## src/rtl/prbs_transmitter.sv

```systemverilog
// PRBS7 (XNOR form, x^7+x^6+1) serial bit source for the optical link TX path.
// Produces a checker sync pulse per enable, a programmable bit rate and controlled error injection.
module prbs_transmitter #(
  parameter int         CLK_DIV = 100,
  parameter logic [6:0] SEED    = 7'h00,
  parameter int         PER_W   = 24
) (
  input  logic             clk,
  input  logic             rst,
  input  logic             enable,
  input  logic             err_inject_en,
  input  logic [PER_W-1:0] err_period,
  input  logic             inject_single,
  output logic             bit_out,
  output logic             bit_strobe,
  output logic             sync_out,
  output logic [31:0]      bits_sent,
  output logic [31:0]      errors_injected
);

  // All-ones is the XNOR lock-up state, so it is never accepted as a seed.
  localparam logic [6:0]  SEED_OK  = (SEED == 7'h7F) ? 7'h00 : SEED;
  localparam logic [15:0] DIV_LAST = 16'(CLK_DIV - 1);

  logic [6:0]       lfsr;
  logic [15:0]      div_cnt;
  logic [PER_W-1:0] err_cnt;
  logic [2:0]       supp_cnt;
  logic             pending;
  logic             enable_q;

  logic rise;
  logic tick;
  logic suppressed;
  logic live_tick;
  logic per_active;
  logic per_hit;
  logic sgl_hit;
  logic flip;
  logic nb;

  assign rise       = enable & ~enable_q;
  assign tick       = enable & enable_q & (div_cnt == DIV_LAST);
  assign suppressed = (supp_cnt != 3'd0);
  assign live_tick  = tick & ~suppressed;
  assign per_active = err_inject_en & (err_period != '0);
  // >= rather than == so a shortened period takes effect on the very next bit.
  assign per_hit    = live_tick & per_active & (err_cnt >= (err_period - PER_W'(1)));
  assign sgl_hit    = live_tick & (pending | inject_single);
  assign flip       = per_hit | sgl_hit;
  assign nb         = ~(lfsr[6] ^ lfsr[5]);

  always_ff @(posedge clk or negedge rst) begin
    if (!rst) begin
      lfsr            <= SEED_OK;
      div_cnt         <= '0;
      err_cnt         <= '0;
      supp_cnt        <= '0;
      pending         <= 1'b0;
      enable_q        <= 1'b0;
      bit_out         <= 1'b0;
      bit_strobe      <= 1'b0;
      sync_out        <= 1'b0;
      bits_sent       <= '0;
      errors_injected <= '0;
    end else begin
      enable_q   <= enable;
      sync_out   <= rise;
      bit_strobe <= tick;

      // Holding the divider at 0 on the enable edge puts the first bit CLK_DIV cycles after sync.
      if (!enable || rise || tick) begin
        div_cnt <= '0;
      end else begin
        div_cnt <= div_cnt + 16'd1;
      end

      if (rise) begin
        supp_cnt <= 3'd7;
      end else if (tick && suppressed) begin
        supp_cnt <= supp_cnt - 3'd1;
      end

      if (!per_active) begin
        err_cnt <= '0;
      end else if (live_tick) begin
        err_cnt <= per_hit ? '0 : err_cnt + PER_W'(1);
      end

      if (live_tick) begin
        pending <= 1'b0;
      end else if (inject_single) begin
        pending <= 1'b1;
      end

      // The register always advances with the clean bit; only the serial output is corrupted.
      if (tick) begin
        lfsr      <= {lfsr[5:0], nb};
        bit_out   <= nb ^ flip;
        bits_sent <= bits_sent + 32'd1;
        if (flip) begin
          errors_injected <= errors_injected + 32'd1;
        end
      end
    end
  end

endmodule

```

## config.mk

```make
export PLATFORM = sky130hd
export DESIGN_NAME = prbs_transmitter
export DESIGN_NICKNAME = d
export VERILOG_FILES = /design/src/rtl/prbs_transmitter.sv
export SDC_FILE = /design/constraint.sdc
export NUM_CORES = 1
export LEC_CHECK = 0
export ABC_AREA = 1
export CORE_AREA = 2 2 118 120
export DETAILED_ROUTE_END_ITERATION = 8
export DIE_AREA = 0 0 120 122
export GPL_TIMING_DRIVEN = 0
export PLACE_DENSITY_LB_ADDON = 0.05
export SLEW_MARGIN = 20
export SYNTH_ARGS = -nofsm -noshare
export SYNTH_HDL_FRONTEND = slang
export SYNTH_SLANG_ARGS = --single-unit
```

## constraint.sdc

```tcl
create_clock -name clk -period 5.2 [get_ports clk]
set_input_delay 0.78 -clock clk [delete_from_list [all_inputs] [get_ports clk]]
set_output_delay 0.78 -clock clk [all_outputs]
set_load 0.02 [all_outputs]
```

# Word-level counts from Yosys, hierarchy flattened
# Cells that the tools add are included.
# totals
reg_bits,119
output_inout_bits,67
wordCells,52
# classes
add_sub_neg,6
n_lt_le_gt_ge,1
eq_ne,2
mux,8
bitwise_logic,15
reduce_logical,9
# ops
operator,count
$mux W24,3
$add A32 B1 Y32 const B,2
$add A24 B1 Y24 const B,1
$ge A24 B24 Y1,1
$reduce_bool A24 Y1,1
$sub A24 B1 Y24 const B,1
$add A16 B1 Y16 const B,1
$eq A16 B7 Y1 const B,1
$mux W16,1
$and A1 B1 Y1,8
$mux W3,2
$reduce_bool A2 Y1,2
$not A1 Y1,3
$reduce_bool A3 Y1,1
$sub A3 B1 Y3 const B,1
$logic_or A1 B1 Y1,2
$mux W1,2
$ne A2 B2 Y1 const B,1
$or A1 B1 Y1,2
$reduce_and A2 Y1,1
$xor A1 B1 Y1,2
$logic_and A1 B1 Y1,1
$logic_not A1 Y1,1

# Depth between registers and ports, before layout
# Gate-level depths: netlist of the first run.
# logic_depth
word_depth,8
mapped_depth,20

# Worst setup path before layout of the first run
# Ideal clock, no wire load.
# synth_path
kind,input port to flip-flop
from,input err_period[0]
to,register err_cnt[11]
t_arrival_ns,3.321
t_required_ns,5.078
slack_ns,1.757
path_stages,19
path_buffers,1
path_cell_list,inv_1 > ha_1 > nand2_1 > nor3_1 > nand3_1 > nor3_1 > xor2_1 > inv_1 > ha_1 > nand2_1 > nor2_1 > nand4_1 > nor2_1 > nand2_1 > nand3_1 > inv_1 > nand2_4 > buf_6 > o21ai_2
# synth_between
elab_chain_cells,7
# synth_lines
element,line_no,source
from (decl),12,"input logic [PER_W-1:0] err_period,"
branches (longest 7 deep; another with $sub A24 B1 Y24),n/a,
to (signal assigned),87,err_cnt <= per_hit ? '0 : err_cnt + PER_W'(1);
to (decl),27,logic [PER_W-1:0] err_cnt;
# Parallel ways; which one is timed is not known. The select of a mux whose other input is x is not followed.
# A chain may end at the register's enable or synchronous reset.

# Final worst setup path of the first run
# layout_path
from,input err_period[0]
to,register err_cnt[16]
# Same word-level chain as after synthesis.

==> impl_metrics.py, run 1 <==
metrics = {
    "placement": {
        "place_area_um2": 9140,
        "dpl.hpwl_um": 13700,
        "dp_slack_ps": 729,
        "routabilityCongestion": 0.936,
        "placed_cells": 1348,
        "numPortBuffers": 95,
    },
    "timing": {
        "max_clock_freq_ghz": 0.243,
        "setup_ws_ps": 1080,
        "finClkSkew_ps": 8.80,
        "max_slew_margin": 0.595,
        "drv_slew": 0,
        "tns_ps": 0,
        "finalSetupViolations": 0,
        "rsz0062_at_grt": "no",
        "fin_crit_sh": 0.793,
        "tightest_slew_ps": 603,
        "timing.final.crit_period_ps": 4120,
        "hold_viol": 0,
    },
    "power": {
        "p_seq_frac": 0.418,
        "p_clk_frac": 0.539,
        "ir_drop_uv": 214,
        "comb_power_share": 0.043,
        "switching_share": 0.211,
        "power_mw": 2.22,
        "switching_power_mw": 0.468,
        "p_per_area_nw_per_um2": 228,
        "p_leak_nw": 4.48,
        "internal_power_mw": 1.75,
    },
    "synth": {
        "synth_warnings": 0,
        "synth_edf_count": 0,
        "synth_area_leaders": "dfrtp_1, nand2_1, xor2_1, nor2_1, nand3_1",
        "syn_area_um2": 7930,
        "synth.net_count": 1132,
        "synthCells": 1072,
        "synth_common_cells": "nand2_1, nor2_1, dfrtp_1, inv_1, nand3_1",
        "ys_seq_area_frac": 0.376,
        "synth.largest_area_cell": "dfrtp_1",
        "ys.flop_type": "dfrtp_1",
        "synthArstFlopShare": 1.00,
        "avgSynthCellArea_um2": 7.40,
        "synth.top_cell.area_share": 0.376,
        "synth_most_common_cell": "nand2_1",
        "ys_seq_elements": 119,
        "ys_types": 35,
    },
    "cells_and_area": {
        "finalNonFillerCells": 1379,
        "nets": 1247,
        "diodes": 0,
        "finalInstanceArea_um2": 9730,
        "syn2layout_area_growth_pct": 22.8,
        "drive_gt1_frac": 0.0609,
    },
    "drt": {
        "viasPerCell": 5.30,
        "num_vias": 7312,
        "firstDrtPassIters": 5,
        "wl_per_cell_um": 13.2,
        "drtIter0Drc": 440,
        "wirelength_um": 18200,
        "ant_nets": 0,
        "drc": 0,
    },
    "clock_network": {
        "clk_path_buf_depth": 2,
        "cts_setup_buffers": 0,
        "cts_resized": 0,
        "root_buffer": "clkbuf_16",
        "cts_max_level": 4,
        "cts_buffers": 17,
        "clock_sinks": 119,
        "clock_latency_ps": 420,
        "hold_buffers": 0,
        "cts_tree": "done",
        "clk_pin_slew_ps": 50,
    },
    "run": {
        "max_cap_viol_count": 0,
    },
    "floorplanning": {
        "coreArea_um2": 13500,
        "die-area_um2": 14600,
        "die_w_um": 120,
        "die_h_um": 122,
        "num_rows": 43,
        "ios": 96,
        "start_util": 0.587,
    },
    "setup_path": {
        "cp-end-kind": "flop",
        "slowest_delay_ps": 420,
        "crit_type": "input port to flop",
        "r2r_cells": 11,
        "critPathMaxFanout": 10,
        "crit_family": "simple AND/OR/NAND/NOR gates",
        "path_cells": "clkdlybuf4s50_1, inv_1, ha_1, nand2_1, nor3_1, nand3_1, nor3_1, xor2_1, inv_1, ha_1, nand2_1, nor2_1, nand4_1, nor2_1, nand2_1, nand3_1, inv_1, nand2_4, buf_6, o21ai_2",
        "critical_path_required_ps": 5500,
        "arrival_ps": 4420,
        "r2r-start": "err_cnt[19]",
        "start_kind": "input port",
        "r2r_end": "err_cnt[16]",
        "cp.buffers_inverters": 5,
        "slowest_stage": "clkdlybuf4s50_1",
        "crit_cells": 20,
        "r2r_slack_ps": 2920,
    },
    "min_path": {
        "hp-class": "input port to asynchronous set/reset pin",
    },
    "grt": {
        "gr-total-overflow": 0,
        "grt_pass1_vias": 6742,
        "grt.total_usage": 0.266,
        "grt.busiest_layer": "met2",
        "met1_usage": 0.359,
        "antenna_found_initial": 0,
        "met3_usage": 0.0566,
        "met2_usage": 0.433,
        "grt_max_degree": 62,
        "grt_pass1_wl_um": 31500,
    },
    "status": {
        "outcome": "finished, final reports clean",
    },
}
## flip-flops by register name, indices dropped and copies added, names as in the netlist
register         cells
bit_out              1
bit_strobe           1
bits_sent           32
div_cnt             16
enable_q             1
err_cnt             24
errors_injected     32
lfsr                 7
pending              1
supp_cnt             3
sync_out             1
## metal layers
| metal | share of wire | up-vias |
|---|---|---|
| met5 | 0 | - |
| met4 | 0.017 | 0 |
| met3 | 0.047 | 27 |
| met2 | 0.47 | 196 |
| met1 | 0.47 | 3386 |
| li1 | - | 3703 |
## cell families after synthesis
family / synth area share
AOI/OAI and AO/OA: 0.0451
buffers and inverters: 0.0634
DFF: 0.376
xor gates and xnor gates: 0.116
adders and majority gates: 0.0489
and+or+nand+nor: 0.351
## through the flow
step,util,hold WS [ps]
floorplan,-,433
global placement,0.674,446
detailed placement,0.676,461
CTS,0.721,341
global route,0.721,365
finish,0.721,325
## cell usage in the layout, fill, tap and decap left out, types with 2 or more instances in the layout
cell and n:
nand2_1 305, nor2_1 126, dfrtp_1 119, inv_1 99, clkdlybuf4s50_1 94, nand3_1 87, xor2_1 69, nor3_1 55
xnor2_1 36, o21ai_0 31, ha_1 31, nand4_1 30, clkbuf_16 17, a21oi_1 16, o21ai_2 11, nor3b_1 8
clkbuf_1 6, buf_2 6, buf_6 5, nor4_1 4, nand2_4 4, buf_4 4, nor2_2 3, inv_2 3
clkinv_2 3, clkbuf_8 3, bufinv_16 3, or2_1 2, nand3b_1 2, nand2_2 2, nor2_4 2, nor3_2 2
## cell type report
class / instances / area [um^2]
clock inverters: 8 / 121
inverters: 103 / 387
multi-input cells: 833 / 4450
clock buffers: 23 / 478
repair buffers: 96 / 980
flip-flops and latches: 119 / 2980
fillers: 1111 / 3770
well taps: 180 / 225
plain buffers: 17 / 116
## how the worst max path moves through the flow
stage	start	end	slack [ps]
2_1_floorplan	err_period[0]	err_cnt[11]	1760
3_3_place_gp	rst	err_cnt[7]	-1230
3_5_place_dp	err_period[0]	err_cnt[20]	730
4_1_cts	err_period[0]	err_cnt[16]	1090
5_1_grt	err_period[0]	err_cnt[16]	660
6_report	err_period[0]	err_cnt[16]	1080
## power groups by stage
| stage | registers, mW | clock network (mW) | logic, mW |
|---|---|---|---|
| 4_1_cts | 0.929 | 1.21 | 0.0980 |
| 3_3_place_gp | 0.946 | 0 | 0.0931 |
| 3_5_place_dp | 0.945 | 0 | 0.0971 |
| 6_report | 0.929 | 1.20 | 0.0956 |
| 2_1_floorplan | 0.946 | 0 | 0.0382 |
| 5_1_grt | 0.929 | 1.26 | 0.111 |
No activity file was read; power rests on OpenSTA's default activity.
==> inputs of run 2 (changes only) <==
Settings changed: CORE_AREA 2 2 118 120 to 2 2 128 130, DIE_AREA 0 0 120 122 to 0 0 130 132.
Clock period 5.2 ns to 3.35 ns, I/O delays scaled along.
==> impl_metrics.py, run 2 (synthesis results as in run 1) <==
metrics = {
    "status": {
        "outcome": "finished, final reports clean",
    },
    "drt": {
        "drtIter0Drc": 387,
        "viasPerCell": 5.09,
        "drc": 0,
        "num_vias": 7250,
        "wl_per_cell_um": 13.3,
        "firstDrtPassIters": 5,
        "ant_nets": 0,
        "wirelength_um": 18900,
    },
    "cells_and_area": {
        "final_cell_mix": "nand2_1, nor2_1, dfrtp_1",
        "syn2layout_area_growth_pct": 25.2,
        "fillers": 1460,
        "top_regs": "bits_sent: 32 flops, errors_injected: 32 flops, err_cnt: 24 flops",
        "diodes": 0,
        "layout_commonest_cell": "nand2_1",
        "nets": 1255,
        "final-seq-area_um2": 2980,
        "final_util": 0.632,
        "multi_input_area_um2": 4540,
        "finalInstanceArea_um2": 9930,
        "finalNonFillerCells": 1423,
        "drive_gt1_frac": 0.0804,
    },
    "power": {
        "switching_share": 0.219,
        "comb_power_share": 0.047,
        "p_clk_frac": 0.525,
        "p_leak_nw": 4.56,
        "internal_power_mw": 2.63,
        "p_seq_frac": 0.429,
        "switching_power_mw": 0.736,
        "p_per_area_nw_per_um2": 339,
        "ir_drop_uv": 340,
    },
    "floorplanning": {
        "num_rows": 46,
        "start_util": 0.505,
        "die_w_um": 130,
        "coreArea_um2": 15700,
        "die_h_um": 132,
        "ios": 96,
        "die-area_um2": 17200,
    },
    "placement": {
        "placed_cells": 1384,
        "numPortBuffers": 95,
        "place_area_um2": 9180,
        "routabilityCongestion": 0.889,
        "dpl.hpwl_um": 14400,
    },
    "setup_path": {
        "path_cells": "clkdlybuf4s50_1, nor2_1, nand2_1, nor2_2, nand2_2, nor2_2, nand3_1, nor2_1, nand2_1, xor2_1, ha_1, a21oi_1, o21ai_0, nor2_1, nand3_4, nand2_8, nand2_8, buf_8, nand2_1, nand2_1",
        "slowest_delay_ps": 460,
        "critical_path_required_ps": 3660,
        "arrival_ps": 3400,
        "path_common_cell": "nand2_1",
        "critPathMaxFanout": 10,
        "crit_type": "input port to flop",
        "start_kind": "input port",
        "cp-end-kind": "flop",
        "slowest_stage": "clkdlybuf4s50_1",
    },
    "timing": {
        "finalSetupViolations": 0,
        "whs_ps": 30.9,
        "timing.final.crit_period_ps": 3090,
        "max_slew_margin": 0.637,
        "finClkSkew_ps": 10.4,
        "max_clock_freq_ghz": 0.324,
        "fin_crit_sh": 0.922,
        "tightest_slew_ps": 539,
        "drv_slew": 0,
        "hold_viol": 0,
    },
    "clock_network": {
        "hold_buffers": 0,
        "clock_sinks": 119,
        "cts_buffers": 17,
        "cts_max_level": 4,
        "cts_tree": "done",
        "root_buffer": "clkbuf_16",
        "clk_path_buf_depth": 2,
        "clk_pin_slew_ps": 60,
        "clock_latency_ps": 420,
    },
    "grt": {
        "grt_max_degree": 65,
        "grt.total_usage": 0.225,
        "gr-total-overflow": 0,
        "antenna_found_initial": 0,
        "grt_pass1_wl_um": 31400,
        "grt_pass1_vias": 6570,
    },
    "min_path": {
        "hp-class": "input port to asynchronous set/reset pin",
    },
    "run": {
        "max_cap_viol_count": 0,
    },
}
run 2: final cells by class:
type | instances | area share
flip-flops and latches | 119 | 0.300
clock inverters | 8 | 0.00995
inverters | 103 | 0.0389
clock buffers | 23 | 0.0471
well taps | 216 | 0.0272
repair buffers | 104 | 0.106
plain buffers | 17 | 0.0144
multi-input cells | 833 | 0.457
run 2: power by group through the flow:
stage	Sequential, mW	Combinational [mW]	Clock [mW]
6_report	1.44	0.157	1.77
5_1_grt	1.44	0.179	1.85
4_1_cts	1.44	0.154	1.78
3_5_place_dp	1.47	0.153	0
3_3_place_gp	1.47	0.146	0
2_1_floorplan	1.47	0.0593	0
run 2: metal layers:
layer / global-route usage / vias to the layer above / wire (um)
met3: 0.0438 / 30 / 815
li1: - / 3709 / -
met4: 0.0609 / 0 / 337
met1: 0.322 / 3341 / 9060
met2: 0.349 / 170 / 8710
met5: 0 / - / 0
run 2: worst max-delay path, delay by kind of cell:
kind	cells	cell delay [ps]
fa+ha+maj	1	300
simple gates	14	1580
xor+xnor	1	140
compound gates	2	250
buf+inv	2	620
run 2: through the flow:
step                      TNS [ps]  worst slack, ps  power (mW)
after floorplan                  0              184        1.53
after global placement     -385780            -2910        1.61
after detailed placement    -40930             -841        1.62
after CTS                        0             8.07        3.37
after global routing          -132            -17.7        3.47
final                            0              263        3.37
run 2: worst paths after layout:
check	startpoint	to	slack (ps)	cells after the start
max in group asynchronous	rst	bits_sent[30]	2620	2
min in group clk	div_cnt[0]	div_cnt[0]	460	1
hold reg to reg	div_cnt[0]	div_cnt[0]	460	1
hold / removal	rst	bits_sent[14]	30	1
setup / recovery	err_period[4]	errors_injected[21]	260	20
setup reg to reg	errors_injected[0]	errors_injected[28]	1280	8
run 2: repair_timing:
item	4_1_cts	5_1_grt
gates resized for setup	5	28
setup buffers	0	8
endpoints found under the setup margin	57	57
pin swaps	1	11
